==> config.mk <==
export PLATFORM = sky130hd
export DESIGN_NAME = pulse_height_analyzer
export DESIGN_NICKNAME = d
export VERILOG_FILES = /design/src/rtl/pulse_height_analyzer.sv
export SDC_FILE = /design/constraint.sdc
export NUM_CORES = 1
export LEC_CHECK = 0
export CORE_UTILIZATION = 40
export DETAILED_ROUTE_END_ITERATION = 6
export DONT_BUFFER_PORTS = 1
export GPL_ROUTABILITY_DRIVEN = 0
export PLACE_DENSITY = 0.56
export SLEW_MARGIN = 20
export SYNTH_ARGS = -nofsm -noshare
export SYNTH_HDL_FRONTEND = slang
export SYNTH_SLANG_ARGS = --single-unit
==> constraint.sdc <==
create_clock -name clk -period 2.2 [get_ports clk]
set_clock_uncertainty 0.1 [all_clocks]
set_input_delay 0.55 -clock clk [delete_from_list [all_inputs] [get_ports clk]]
set_output_delay 0.55 -clock clk [all_outputs]
set_load 0.02 [all_outputs]
==> src/rtl/pulse_height_analyzer.sv <==
// Pulse height analyzer: threshold trigger, peak/width/timestamp capture, one-deep event output.
// Optional PHA_BASELINE_RESTORE_EN subtracts a 16-sample idle baseline before triggering.
module pulse_height_analyzer #(
   parameter int DATA_W    = 16,
   parameter int THRESHOLD = 200,
   parameter int MIN_WIDTH = 4,
   parameter int MAX_WIDTH = 1536,
   parameter int HOLDOFF   = 1024,
   parameter int TS_W      = 32
) (
   input  logic                     clk,
   input  logic                     rst,
   input  logic signed [DATA_W-1:0] shp,
   output logic                     ev_valid,
   input  logic                     ev_ready,
   output logic signed [DATA_W-1:0] ev_peak,
   output logic [TS_W-1:0]          ev_time,
   output logic [15:0]              ev_width,
   output logic [7:0]               drop_cnt,
   output logic                     busy
);
   localparam int HW = $clog2(HOLDOFF + 1);
   localparam logic signed [DATA_W-1:0] THR = DATA_W'(THRESHOLD);

   typedef enum logic [1:0] {IDLE, RISE, HOLD} state_t;
   state_t state;

   logic [TS_W-1:0]          ts_cnt, ts_r;
   logic signed [DATA_W-1:0] shp_r;
   logic signed [DATA_W-1:0] smp;
   logic [TS_W-1:0]          smp_ts;
   logic signed [DATA_W-1:0] peak;
   logic [15:0]              width;
   logic [TS_W-1:0]          t0;
   logic [HW-1:0]            hold_cnt;
   logic                     above, emit;

   // Sample and timestamp travel together so t0 is exact for the triggering sample
   always_ff @(posedge clk) begin
      if (rst) begin
         ts_cnt <= '0;
         ts_r   <= '0;
         shp_r  <= '0;
      end else begin
         ts_cnt <= ts_cnt + TS_W'(1);
         ts_r   <= ts_cnt;
         shp_r  <= shp;
      end
   end

`ifdef PHA_BASELINE_RESTORE_EN
   logic signed [DATA_W-1:0] win [16];
   logic signed [DATA_W+3:0] acc;
   logic signed [DATA_W-1:0] base;
   logic signed [DATA_W:0]   diff;
   logic signed [DATA_W-1:0] diff_sat;
   logic signed [DATA_W-1:0] smp_q;
   logic [TS_W-1:0]          ts_q;

   assign base = DATA_W'(acc >>> 4);

   always_comb begin
      diff = {shp_r[DATA_W-1], shp_r} - {base[DATA_W-1], base};
      if (diff[DATA_W] != diff[DATA_W-1])
         diff_sat = diff[DATA_W] ? {1'b1, {(DATA_W-1){1'b0}}} : {1'b0, {(DATA_W-1){1'b1}}};
      else
         diff_sat = diff[DATA_W-1:0];
   end

   // Baseline window only learns while idle so pulses do not bias it
   always_ff @(posedge clk) begin
      if (rst) begin
         acc   <= '0;
         smp_q <= '0;
         ts_q  <= '0;
         for (int i = 0; i < 16; i++) win[i] <= '0;
      end else begin
         smp_q <= diff_sat;
         ts_q  <= ts_r;
         if (state == IDLE) begin
            acc <= acc + (DATA_W+4)'(shp_r) - (DATA_W+4)'(win[15]);
            for (int i = 15; i > 0; i--) win[i] <= win[i-1];
            win[0] <= shp_r;
         end
      end
   end

   assign smp    = smp_q;
   assign smp_ts = ts_q;
`else
   assign smp    = shp_r;
   assign smp_ts = ts_r;
`endif

   assign above = smp > THR;
   assign emit  = (state == RISE) && !above && (width >= 16'(MIN_WIDTH));

   always_ff @(posedge clk) begin
      if (rst) begin
         state    <= IDLE;
         peak     <= '0;
         width    <= '0;
         t0       <= '0;
         hold_cnt <= '0;
         busy     <= 1'b0;
      end else begin
         case (state)
            IDLE: if (above) begin
               state <= RISE;
               busy  <= 1'b1;
               peak  <= smp;
               width <= 16'd1;
               t0    <= smp_ts;
            end
            RISE: if (above) begin
               width <= width + 16'd1;
               if (smp > peak) peak <= smp;
               if (width == 16'(MAX_WIDTH - 1)) begin
                  state    <= HOLD;
                  hold_cnt <= '0;
               end
            end else if (width >= 16'(MIN_WIDTH)) begin
               state    <= HOLD;
               hold_cnt <= '0;
            end else begin
               state <= IDLE;
               busy  <= 1'b0;
            end
            HOLD: if (hold_cnt == HW'(HOLDOFF - 1)) begin
               state <= IDLE;
               busy  <= 1'b0;
            end else begin
               hold_cnt <= hold_cnt + HW'(1);
            end
            default: begin
               state <= IDLE;
               busy  <= 1'b0;
            end
         endcase
      end
   end

   // One-deep output: a new event only replaces the old one when it leaves this cycle
   always_ff @(posedge clk) begin
      if (rst) begin
         ev_valid <= 1'b0;
         ev_peak  <= '0;
         ev_time  <= '0;
         ev_width <= '0;
         drop_cnt <= '0;
      end else if (emit) begin
         if (!ev_valid || ev_ready) begin
            ev_valid <= 1'b1;
            ev_peak  <= peak;
            ev_time  <= t0;
            ev_width <= width;
         end else if (drop_cnt != 8'hFF) begin
            drop_cnt <= drop_cnt + 8'd1;
         end
      end else if (ev_ready) begin
         ev_valid <= 1'b0;
      end
   end
endmodule

; Word level (Yosys, flattened, before mapping)
; Index checks and enable logic that the tools add are counted.
[word_totals]
input_bits = 19
wordCells = 81
reg_bits = 231
[op_classes]
bitwise_logic = 1
muxes = 26
addsub = 4
magnitude_cmp = 3
n_reduce_logical = 18
eq_ne = 15
[op_table]
columns = op, n
row1 = $mux 16, 5
row2 = $pmux 16 s2, 2
row3 = $mux 11, 4
row4 = $add 32x1->32 const B, 1
row5 = $pmux 11 s2, 1
row6 = $add 16x1->16 const B, 1
row7 = $eq 16x11->1 const B, 1
row8 = $ge 16x3->1 const B, 1
row9 = $gt 16x16->1, 1
row10 = $gt 16x9->1 const B, 1
row11 = $ne 2x2->1 const B, 6
row12 = $reduce_and 4->1, 3
row13 = $add 11x1->11 const B, 1
row14 = $eq 11x10->1 const B, 1
row15 = $mux 2, 5
row16 = $reduce_and 3->1, 3
row17 = $add 8x1->8 const B, 1
row18 = $ne 8x8->1 const B, 1
row19 = $mux 1, 7
row20 = $ne 3x2->1 const B, 2
row21 = $pmux 2 s3, 1
row22 = $reduce_and 2->1, 3
row23 = $reduce_bool 2->1, 3
row24 = $ne 2x1->1 const B, 2
row25 = other kinds (8), 10

; Longest topological paths before layout
; Gate-level depths: netlist of run 1.
[depth]
ltp_word = 6
mapped_depth = 9
mapped_depth_nobuf = 8

; Worst setup path after synthesis of run 1
; OpenSTA, ideal clock, no wires.
[synth_timing]
kind = reg2reg
start = register peak[8]
end = register peak[10]
path_stages_with_launch = 10
setup_ns = 0.072
path_buffers = 1
slack_ns = -0.071
t_arrival_ns = 2.099
path_cell_list = dfxtp_1 -> inv_1 -> ha_1 -> a211oi_1 -> nor2_1 -> o311ai_1 -> nand4_1 -> a31oi_4 -> buf_6 -> mux2i_1
[synth_via]
elab_chain_cells = 3
[synth_rtl]
columns = item, line_no
row1 = from (decl), 32  ; logic signed [DATA_W-1:0] peak;
row2 = from (signal assigned), 111  ; peak <= smp;
row3 = from (signal assigned), 117  ; if (smp > peak) peak <= smp;
row4 = $gt 16x16->1, 117
row5 = $ne 2x1->1 (no source line), n/a
row6 = $reduce_and 4->1 (no source line), n/a
; No other way between the ends.
; A chain may end at the register's enable or synchronous reset.

; Worst setup path in the final report of run 1
[layout_timing]
start = register peak[10]
end = register peak[14]
; Same word-level chain as after synthesis.

==> results of run 1 <==
## cell type report
cell class	count	area [um^2]
inverters	29	109
clock buffers	40	795
repair buffers	79	663
well taps	280	350
multi-input cells	719	4200
clock inverters	6	134
fillers	2093	11100
flip-flops and latches	231	4650
## worst paths after layout
| check | startpoint | endpoint | slack, ps | cells past startpoint |
|---|---|---|---|---|
| worst max register to register | peak[10] | peak[14] | -50 | 9 |
| worst min register to register | smp_ts[28] | t0[28] | 330 | 2 |
| worst min-delay path | rst | shp_r[12] | 20 | 1 |
| worst max-delay path | peak[10] | peak[14] | -50 | 9 |
## what timing repair did
action | CTS | global route
hold buffers | 1 | 0
cloned | 0 | 1
pin swaps | 7 | 7
resized for setup | 12 | 29
setup buffers | 3 | 6
endpoints found under the setup margin | 16 | 108
hold endpoints to repair | 32 | 0
## power by group through the flow
stage	logic (mW)	registers, mW	clock network [mW]
CTS	0.465	4.28	4.70
finish	0.490	4.28	4.59
detailed placement	0.422	4.37	0
floorplan	0.318	4.36	0
global placement	0.422	4.37	0
global route	0.541	4.29	4.87
## routing by layer
metal	GRT usage (%)	wire length, um	vias up
met5	0	0	-
met4	5.25	349	0
met3	4.08	1070	26
met2	26.4	8430	114
met1	24.2	10100	3136
li1	-	-	3525
## synth_stat cells (5+ instances only)
master                     number
sky130_fd_sc_hd__and4_1         5
sky130_fd_sc_hd__a21o_1         5
sky130_fd_sc_hd__xnor2_1       18
sky130_fd_sc_hd__nand2b_1      11
sky130_fd_sc_hd__nand2_1      253
sky130_fd_sc_hd__nor2_1        68
sky130_fd_sc_hd__nor2b_1       49
sky130_fd_sc_hd__nor3_1         5
sky130_fd_sc_hd__a21oi_1      111
sky130_fd_sc_hd__nor4_2         6
sky130_fd_sc_hd__o21ai_0        8
sky130_fd_sc_hd__mux2i_1       20
sky130_fd_sc_hd__buf_2         12
sky130_fd_sc_hd__clkbuf_1      34
sky130_fd_sc_hd__inv_1         27
sky130_fd_sc_hd__nand4_1       19
sky130_fd_sc_hd__and3_1        19
sky130_fd_sc_hd__ha_1          21
sky130_fd_sc_hd__xor2_1        30
sky130_fd_sc_hd__dfxtp_1      231
sky130_fd_sc_hd__nand3_1       23
## cells in the final DEF (no fill, tap or decap), drive strengths merged, types with 5 or more instances in the layout
cell type	Yosys	final
a21o	5	5
nor4	9	9
nand2	253	253
and4	5	5
mux2i	20	20
dfxtp	231	231
inv	28	28
a211oi	5	5
xor2	30	30
nor3	5	5
xnor2	18	18
ha	21	21
nor2b	49	49
nand3	25	25
buf	17	79
o21ai	9	9
clkbuf	34	40
a21oi	112	112
and3	20	20
o31ai	5	5
nand4	20	20
nand2b	11	11
nor2	69	69
## flip-flops by register name, summed over array words and instances, names as in the netlist, 8 cells and up
signal / count
ev_time: 32
smp_ts: 32
t0: 32
ts_cnt: 32
ev_peak: 16
ev_width: 16
peak: 16
shp_r: 16
width: 16
hold_cnt: 11
drop_cnt: 8
## logic make-up after synthesis
| family | after synthesis |
|---|---|
| XOR/XNOR | 48 |
| AND/OR/NAND/NOR | 475 |
| multiplexers | 20 |
| adder cells (fa/ha/maj) | 22 |
| AO/OA/AOI/OAI | 153 |
| flip-flops | 231 |
| buffers and inverters | 80 |
## per-stage QoR
step / instance area [um^2] / setup TNS, ps / instances / total power, mW / hold WS (ps)
after floorplan: 9030 / -634 / 1029 / 4.68 / 317
after global placement: 9720 / -349 / 1327 / 4.79 / 322
after detailed placement: 9720 / -1230 / 1327 / 4.79 / 328
after CTS: 10800 / 0 / 1377 / 9.44 / 1.94
after global routing: 10900 / -1810 / 1384 / 9.70 / 3.40
final: 10900 / -431 / 1384 / 9.37 / 24.3
## critical path, stage by stage (launching register included)
cell and delay [ps]:
sky130_fd_sc_hd__dfxtp_2 330, sky130_fd_sc_hd__inv_2 40, sky130_fd_sc_hd__ha_4 260, sky130_fd_sc_hd__nand4_1 170, sky130_fd_sc_hd__nor4_2 300, sky130_fd_sc_hd__o21ai_1 150, sky130_fd_sc_hd__a31o_1 270, sky130_fd_sc_hd__a31oi_4 180
sky130_fd_sc_hd__buf_6 180, sky130_fd_sc_hd__mux2i_1 190
==> impl_summary.log, run 1 <==
INFO  metric cts_root_buf = sky130_fd_sc_hd__clkbuf_16
INFO  metric grt_antenna_before_repair = 0
INFO  metric yosys.area_share.xor_xnor = 4.68%
INFO  metric setup_viol_count_final = 15
INFO  metric post_synthesis_sequential_area_ratio = 51.4%
INFO  metric synth_fa_ha_area_share = 3.03%
INFO  metric groute.usage.overall = 17.3%
INFO  metric yosysUniqueCellTypes = 58
INFO  metric drt_drc_violations_left = 16
INFO  metric postSynthRegisterBits = 231
INFO  metric post_synth_instance_area = 8990 um^2
INFO  metric grt.overflow.total = 0
INFO  metric vias_after_detailed_routing = 6801
INFO  metric maxSlewHeadroom = 74.1%
INFO  metric muxShareOfSynthArea = 2.23%
INFO  metric outcome = complete, but fails checks
INFO  metric final-max-slew-violation-count = 0
INFO  metric dieHeight = 152 um
INFO  metric nets = 1126
INFO  metric timing_worst_setup_path_type = reg2reg
INFO  metric startpoint_type = flip-flop
INFO  metric timing_worst_slew_pin_value = 387 ps
INFO  metric first_global_vias = 6770
INFO  metric synth_compound_gate_area_share = 10.2%
INFO  metric synth_warnings = 0
INFO  metric yosys.area.top_type_share = 51.4%
INFO  metric numCtsBuffers = 26
INFO  metric p_int = 7.39 mW
INFO  metric pin_count_of_the_biggest_net_entering_global_routing = 163
INFO  metric drv.max_cap_violation_count = 0
INFO  metric number_of_synthesized_flops_with_an_enable_pin = 0
INFO  metric cts_tree = built
INFO  metric setup_repair_after_global_routing_missed_its_margin = true
INFO  metric std_cell_rows = 54
INFO  metric power.static_leakage = 4.01 nW
INFO  metric drt-total-wl = 19900 um
INFO  metric highest_clock_rate = 444 MHz
INFO  metric die-area = 23100 um^2
INFO  metric num_antenna_cells = 0
INFO  metric swShare = 21.1%
INFO  metric clkTransAtPathRegs = 60 ps
INFO  metric finish.utilization = 49.6%
INFO  metric main_area_contributors_after_synthesis = sky130_fd_sc_hd__dfxtp_1, sky130_fd_sc_hd__nand2_1, sky130_fd_sc_hd__a21oi_1
INFO  metric synth_async_sr_flop_share = 0%
INFO  metric largest_family_of_logic_cells_by_synthesized_area = simple AND/OR/NAND/NOR gates
INFO  metric critical_path.max_fanout = 6
INFO  metric share_seq_of_total_power = 45.7%
INFO  metric final_antenna_net_count = 0
INFO  metric power.share.clock = 49.0%
INFO  metric violations = DRC, setup timing
INFO  metric part_of_the_power_in_combinational_logic = 5.2%
INFO  metric sink_count_of_the_clock_tree = 231
INFO  metric synth_largest_area_cell = sky130_fd_sc_hd__dfxtp_1
INFO  metric cp.required = 2540 ps
INFO  metric floorplan.initialDensity = 40.9%
INFO  metric pin_count = 93
INFO  metric power.ir.vdd_worst = 0.514 mV
INFO  metric crit_arrival = 2590 ps
INFO  metric drive_gt1_share = 16.8%
INFO  metric avgSynthCellArea = 8.74 um^2
INFO  metric cts.htree.levels = 1
INFO  metric detailedPlace.worstSlack = -109 ps
INFO  metric post_drt_via_cell_ratio = 4.91
INFO  metric end_kind = flip-flop
INFO  metric die_w = 152 um
INFO  metric firstDrtPassIters = 6
INFO  metric numPortBuffers = 0
INFO  metric synthCells = 1029
INFO  metric fin_crit_sh = 102%
INFO  metric core_region_area = 22000 um^2
INFO  metric clk-insertion-delay-late = 520 ps
INFO  metric finalHoldViolations = 0
INFO  metric detail_route.wl_per_cell = 14.4 um
INFO  metric switchingPower = 1.97 mW
INFO  metric postSynthNetCount = 1069
INFO  metric worstHoldPathType = in2reg
INFO  metric powerDensity = 860 nW/um^2
INFO  metric first_pass_grt_wire_length = 33400 um
INFO  metric initialDrtViolationCount = 365
INFO  metric yosys.area_share.simple = 24.6%
INFO  metric setup_ws = -50.2 ps
INFO  metric cts_max_path_buffers = 3
INFO  metric dp_hpwl = 12500 um
INFO  metric yosys_most_used_dff = sky130_fd_sc_hd__dfxtp_1
INFO  metric timing.final.crit_period = 2250 ps
INFO  metric synthToLayoutAreaGrowth = 21.2%
Power figures use the tool's default switching activity.
==> run 2, diff against run 1 <==
CORE_MARGIN = 8   (was unset)
==> run 2 against run 1 <==
  * The flow finishes with violations (setup timing)
  * Sequential share of layout area rose by 0.57 points
  * Via count barely moved
  * Critical path type unchanged
  * Register-to-register slack got worse by 100 ps
  * Critical endpoint is now peak[1]
  * Critical path depth did not move
  * Final cell count fell by 0.22%
  * Sequential power barely moved
  * Power fell by 5.2%
  * Die area rose by 19%
  * Combinational power fell by 4%
  * Largest cell class unchanged
  * Wire length rose by 1.5%
==> impl_summary.log, run 2 (same netlist as run 1, synthesis figures left out) <==
INFO  metric outcome = complete, but fails checks
INFO  metric violations = setup timing
INFO  metric cp_slowest_cell = sky130_fd_sc_hd__dfxtp_2
INFO  metric worst_hold_startpoint = rst
INFO  metric part_of_the_power_in_combinational_logic = 5.3% (about the same)
INFO  metric std_cell_rows = 55 (+1.9%)
INFO  metric p_int = 6.94 mW (-6.1%)
INFO  metric worstHoldPathType = in2reg
INFO  metric startpoint_type = flip-flop
INFO  metric die-area = 27500 um^2 (+19%)
INFO  metric vias_after_detailed_routing = 6797 (-0.059%)
INFO  metric grt.overflow.total = 0 (unchanged)
INFO  metric crit-reg2reg-launch = peak[10]
INFO  metric finish.utilization = 48.2% (-1.4 points)
INFO  metric die_w = 166 um (+9.2%)
INFO  metric drt_drc_violations_left = 0 (-16)
INFO  metric dp_hpwl = 13200 um (+5.4%)
INFO  metric cts_tree = built
INFO  metric regToRegSetupSlack = -150 ps (-100 ps)
INFO  metric crit_arrival = 2690 ps (+100 ps)
INFO  metric floorplan.initialDensity = 40.2% (-0.74 points)
INFO  metric dieHeight = 166 um (+9.2%)
INFO  metric slowest_delay = 330 ps (about the same)
INFO  metric finalHoldViolations = 0 (unchanged)
INFO  metric maxSlewHeadroom = 63.0% (-11 points)
INFO  metric finish.cell_count_without_fillers = 1381 (-0.22%)
INFO  metric switchingPower = 1.94 mW (-1.8%)
INFO  metric end_kind = flip-flop
INFO  metric setup_ws = -155 ps (-105 ps)
INFO  metric timing_worst_slew_pin_value = 554 ps (+167 ps)
INFO  metric min_delay_path_depth = 1 (unchanged)
INFO  metric sink_count_of_the_clock_tree = 231 (unchanged)
INFO  metric series_of_cell_instances_along_the_critical_path = inv_2 -> ha_4 -> nand4_1 -> nor4_2 -> o21ai_1 -> a31o_1 -> a31oi_4 -> buf_8 -> mux2i_1
INFO  metric timing_worst_setup_path_type = reg2reg
INFO  metric final-max-slew-violation-count = 0 (unchanged)
INFO  metric groute.usage.overall = 14.4% (-2.9 points)
INFO  metric first_global_vias = 6516 (-3.8%)
INFO  metric cts_max_path_buffers = 3 (unchanged)
INFO  metric cts_root_buf = sky130_fd_sc_hd__clkbuf_16
INFO  metric synthToLayoutAreaGrowth = 19.9%
INFO  metric multi_input_area = 4190 um^2 (-0.21%)
INFO  metric core_region_area = 22400 um^2 (+1.9%)
INFO  metric final-seq-area = 4660 um^2 (+0.22%)
INFO  metric final_antenna_net_count = 0 (unchanged)
INFO  metric ff2ff_path_depth = 9 (unchanged)
INFO  metric first_pass_grt_wire_length = 33800 um (+1.2%)
INFO  metric drv.max_cap_violation_count = 0 (unchanged)
INFO  metric power.static_leakage = 3.94 nW (-1.7%)
INFO  metric setup_viol_count_final = 15 (unchanged)
INFO  metric timing.rr.end = peak[1]
INFO  metric power.share.clock = 46.5% (-2.5 points)
INFO  metric pin_count = 93 (unchanged)
INFO  metric timing.final.crit_period = 2350 ps (+105 ps)
INFO  metric layout_commonest_cell = sky130_fd_sc_hd__nand2_1
INFO  metric clk-insertion-delay-late = 520 ps (about the same)
INFO  metric powerDensity = 824 nW/um^2 (-4.1%)
INFO  metric power.ir.vdd_worst = 0.501 mV (-2.5%)
INFO  metric drt-total-wl = 20200 um (+1.5%)
INFO  metric detail_route.wl_per_cell = 14.7 um (+1.7%)
INFO  metric swShare = 21.8% (+0.75 points)
INFO  metric initialDrtViolationCount = 359 (-1.6%)
INFO  metric pin_count_of_the_biggest_net_entering_global_routing = 166 (+1.8%)
INFO  metric cp.required = 2540 ps (about the same)
INFO  metric share_seq_of_total_power = 48.2% (+2.5 points)
INFO  metric clkTransAtPathRegs = 60 ps (about the same)
INFO  metric highest_clock_rate = 425 MHz (-4.4%)
INFO  metric setup_repair_after_global_routing_missed_its_margin = true
INFO  metric firstDrtPassIters = 5 (-1)
INFO  metric numPortBuffers = 0 (unchanged)
INFO  metric nFillCells = 2159 (+3.2%)
INFO  metric post_drt_via_cell_ratio = 4.92 (+0.16%)
INFO  metric tns = -1440 ps (-1010 ps)
INFO  metric totalPowerFinal = 8.88 mW (-5.2%)
INFO  metric layout_common_cells = sky130_fd_sc_hd__nand2_1, sky130_fd_sc_hd__dfxtp_1, sky130_fd_sc_hd__a21oi_1, sky130_fd_sc_hd__nor2_1, sky130_fd_sc_hd__buf_4
INFO  metric worstHoldEndpoint = shp_r[10]
INFO  metric grt_antenna_before_repair = 1 (+1)
INFO  metric drive_gt1_share = 17.1% (+0.30 points)
INFO  metric critical_path.max_fanout = 8 (+2)
INFO  metric fin_crit_sh = 107% (+4.8 points)
INFO  metric num_antenna_cells = 0 (unchanged)
INFO  metric numCtsBuffers = 26 (unchanged)
INFO  metric cts.htree.levels = 1 (unchanged)
INFO  metric nets = 1122 (-0.36%)
INFO  metric placed_cells = 1327 (unchanged)
-- run 2: repair_timing --
item                                    4_1_cts  5_1_grt
cloned                                        0        1
hold buffers                                  1        1
pin swaps                                     8       14
hold endpoints to repair                     29        1
gates resized for setup                      15       34
setup buffers                                 1        9
endpoints found under the setup margin       15       88
-- run 2: critical path: cells and delay by family, from the launching register on --
kind	cells	cell delay (ps)
compound gates	3	650
fa+ha+maj	1	260
buf+inv	2	210
flops	1	330
mux	1	230
simple gates	2	470
-- run 2: per-layer routing --
metal  track usage, %  part of all wire [%]  up-vias
li1                 -                     -     3523
met1             20.0                    48     3126
met2             21.9                    43      119
met3             3.78                   7.3       27
met4             3.64                   1.5        2
met5                0                 0.040        -
-- run 2: cell type report --
| cell class | instances | area share [%] |
|---|---|---|
| inverter | 29 | 1.01 |
| tap | 285 | 3.31 |
| multi-input combinational | 719 | 38.9 |
| timing repair buffer | 75 | 5.91 |
| clock inverter | 5 | 0.604 |
| sequential | 231 | 43.2 |
| clock buffer | 37 | 7.07 |
-- run 2: through the flow --
| stage | area [um^2] | worst slack (ps) | hold slack [ps] |
|---|---|---|---|
| finish | 10800 | -155 | 13.5 |
| global route | 10800 | -224 | 0.141 |
| CTS | 10600 | -99.6 | 1.99 |
| detailed placement | 9700 | -137 | 325 |
| global placement | 9700 | -14.3 | 322 |
| floorplan | 9030 | -67.6 | 317 |
-- run 2: power groups by stage --
| stage | combinational, mW | clock (mW) | sequential, mW |
|---|---|---|---|
| finish | 0.471 | 4.13 | 4.29 |
| global route | 0.520 | 4.43 | 4.29 |
| CTS | 0.439 | 4.25 | 4.28 |
| detailed placement | 0.410 | 0 | 4.37 |
| global placement | 0.407 | 0 | 4.37 |
| floorplan | 0.318 | 0 | 4.36 |
-- run 2: worst max path at each step --
stage | endpoint | slack, ps | cells past startpoint | from
2_1_floorplan | peak[13] | -70 | 9 | peak[15]
3_3_place_gp | peak[7] | -10 | 9 | peak[8]
3_5_place_dp | peak[1] | -140 | 9 | peak[10]
4_1_cts | peak[1] | -100 | 9 | peak[8]
5_1_grt | peak[8] | -220 | 9 | peak[10]
6_report | peak[1] | -150 | 9 | peak[10]
==> run 3, diff against run 2 <==
PLACE_DENSITY = 0.54   (was 0.56)
SKIP_CTS_REPAIR_TIMING = 1   (was unset)
clock period = 2.6 ns   (was 2.2 ns; I/O delays follow)
==> run 3 against run 2 <==
  * The flow now finishes without violations
  * Wire length fell by 7.4%
  * Final cell count fell by 3.9%
  * Sequential power fell by 15%
  * Global-route usage fell by 0.94 points
  * Register-to-register slack improved by 430 ps
  * Design area fell by 5.8%
  * Power fell by 14%
  * Combinational power fell by 37%
  * Critical path type unchanged
  * Critical endpoint is now peak[4]
  * Largest power group is now clock
==> impl_summary.log, run 3 (same netlist as run 1, synthesis figures left out) <==
INFO  metric series_of_cell_instances_along_the_critical_path = inv_1 -> ha_1 -> nand4_1 -> nor4_4 -> o21ai_1 -> a31o_1 -> a31oi_4 -> buf_4 -> mux2i_1
INFO  metric final_antenna_net_count = 0 (unchanged)
INFO  metric final-max-slew-violation-count = 0 (unchanged)
INFO  metric timing_worst_setup_path_type = reg2reg
INFO  metric worstHoldPathType = in2reg
INFO  metric cp.required = 2950 ps (+410 ps)
INFO  metric nFillCells = 2196 (+1.7%)
INFO  metric dieHeight = 166 um (unchanged)
INFO  metric maxSlewHeadroom = 58.2% (-4.9 points)
INFO  metric cts.htree.levels = 1 (unchanged)
INFO  metric slowest_delay = 320 ps (about the same)
INFO  metric floorplan.initialDensity = 40.2% (unchanged)
INFO  metric cts_tree = built
INFO  metric regToRegSetupSlack = 280 ps (+430 ps)
INFO  metric power.ir.vdd_worst = 0.313 mV (-37%)
INFO  metric drv.max_cap_violation_count = 0 (unchanged)
INFO  metric highest_clock_rate = 431 MHz (+1.4%)
INFO  metric first_pass_grt_wire_length = 32000 um (-5.3%)
INFO  metric power.static_leakage = 3.62 nW (-8.0%)
INFO  metric worst-path-buf-inv = 2 (unchanged)
INFO  metric drt_drc_violations_left = 0 (unchanged)
INFO  metric initialDrtViolationCount = 371 (+3.3%)
INFO  metric ff2ff_path_depth = 9 (unchanged)
INFO  metric firstDrtPassIters = 4 (-1)
INFO  metric timing.final.crit_period = 2320 ps (-32.9 ps)
INFO  metric setup_ws = 278 ps (+433 ps)
INFO  metric crit_arrival = 2680 ps (about the same)
INFO  metric synthToLayoutAreaGrowth = 12.9%
INFO  metric setup_viol_count_final = 0 (-15)
INFO  metric numPortBuffers = 0 (unchanged)
INFO  metric clkTransAtPathRegs = 60 ps (about the same)
INFO  metric dp_hpwl = 12000 um (-9.1%)
INFO  metric critical_path.max_fanout = 8 (unchanged)
INFO  metric pin_count = 93 (unchanged)
INFO  metric worst_hold_startpoint = rst
INFO  metric grt_antenna_before_repair = 0 (-1)
INFO  metric tns = 0 ps (+1440 ps)
INFO  metric setup_repair_after_global_routing_missed_its_margin = false
INFO  metric std_cell_rows = 55 (unchanged)
INFO  metric cp_slowest_cell = sky130_fd_sc_hd__dfxtp_1
INFO  metric sink_count_of_the_clock_tree = 231 (unchanged)
INFO  metric end_kind = flip-flop
INFO  metric crit-reg2reg-launch = peak[15]
INFO  metric pin_count_of_the_biggest_net_entering_global_routing = 194 (+17%)
INFO  metric grt.overflow.total = 0 (unchanged)
INFO  metric worstHoldEndpoint = ev_peak[3]
INFO  metric startpoint_type = flip-flop
INFO  metric outcome = complete, no violations
INFO  metric timing_worst_slew_pin_value = 623 ps (+69.2 ps)
INFO  metric clk-insertion-delay-late = 530 ps (about the same)
INFO  metric layout_commonest_cell = sky130_fd_sc_hd__nand2_1
INFO  metric detailedPlace.worstSlack = 200 ps (+337 ps)
INFO  metric first_global_vias = 6236 (-4.3%)
INFO  metric nets = 1063 (-5.3%)
INFO  metric die_w = 166 um (unchanged)
INFO  metric detail_route.wl_per_cell = 14.1 um (-3.6%)
INFO  metric timing.rr.end = peak[4]
INFO  metric vias_after_detailed_routing = 6534 (-3.9%)
INFO  metric num_antenna_cells = 0 (unchanged)
INFO  metric worst_path_dominant_cell_family = compound AO/OA/AOI/OAI gates
INFO  metric drive_gt1_share = 7.68% (-9.4 points)
INFO  metric post_drt_via_cell_ratio = 4.92 (about the same)
INFO  metric die-area = 27500 um^2 (unchanged)
INFO  metric finalHoldViolations = 0 (unchanged)
INFO  metric numCtsBuffers = 26 (unchanged)
INFO  metric core_region_area = 22400 um^2 (unchanged)
INFO  metric cts_max_path_buffers = 3 (unchanged)
INFO  metric powerDensity = 748 nW/um^2 (-9.2%)
INFO  metric min_delay_path_depth = 1 (unchanged)
INFO  metric groute.usage.overall = 13.5% (-0.94 points)
INFO  metric drt-total-wl = 18700 um (-7.4%)
INFO  metric fin_crit_sh = 89.3% (-18 points)
INFO  metric cts_root_buf = sky130_fd_sc_hd__clkbuf_16
INFO  metric layout_common_cells = sky130_fd_sc_hd__nand2_1, sky130_fd_sc_hd__dfxtp_1, sky130_fd_sc_hd__a21oi_1, sky130_fd_sc_hd__nor2_1, sky130_fd_sc_hd__nor2b_1
run 3: worst max-delay path by stage:
stage	cells past startpoint	end	from	slack, ps
2_1_floorplan	9	peak[10]	peak[8]	330
4_1_cts	9	peak[4]	peak[8]	210
6_report	9	peak[4]	peak[15]	280
5_1_grt	9	peak[7]	peak[15]	30
3_3_place_gp	9	peak[0]	peak[8]	280
3_5_place_dp	9	peak[4]	peak[8]	200
run 3: metal layers:
| layer | vias up | track usage (%) | wire (um) |
|---|---|---|---|
| met5 | - | 0 | 0 |
| met4 | 0 | 3.68 | 286 |
| met3 | 21 | 4.11 | 1250 |
| met2 | 99 | 20.0 | 7650 |
| met1 | 3015 | 18.6 | 9560 |
| li1 | 3399 | - | - |
run 3: stage by stage:
step	hold WS [ps]	instance area, um^2	util [%]	power (mW)	cells
finish	100	10200	45.4	7.60	1327
global route	81.3	10200	45.4	7.92	1327
CTS	79.2	10100	45.3	7.72	1327
detailed placement	322	9270	41.4	4.00	1280
global placement	321	9270	41.4	4.00	1280
floorplan	317	8990	-	3.95	1029
run 3: final cells by class:
cell class	instances	area (um^2)	share of cell area [%]
tap	285	357	3.51
inverter	29	109	1.07
timing repair buffer	17	153	1.50
sequential	231	4620	45.6
multi-input combinational	718	4040	39.8
clock buffer	37	732	7.21
clock inverter	10	136	1.34
run 3: power by group:
part	internal, mW	total, mW	leakage [nW]	switching, mW
clock network	2.25	3.67	0.430	1.42
logic	0.114	0.298	1.32	0.183
registers	3.58	3.63	1.87	0.0423
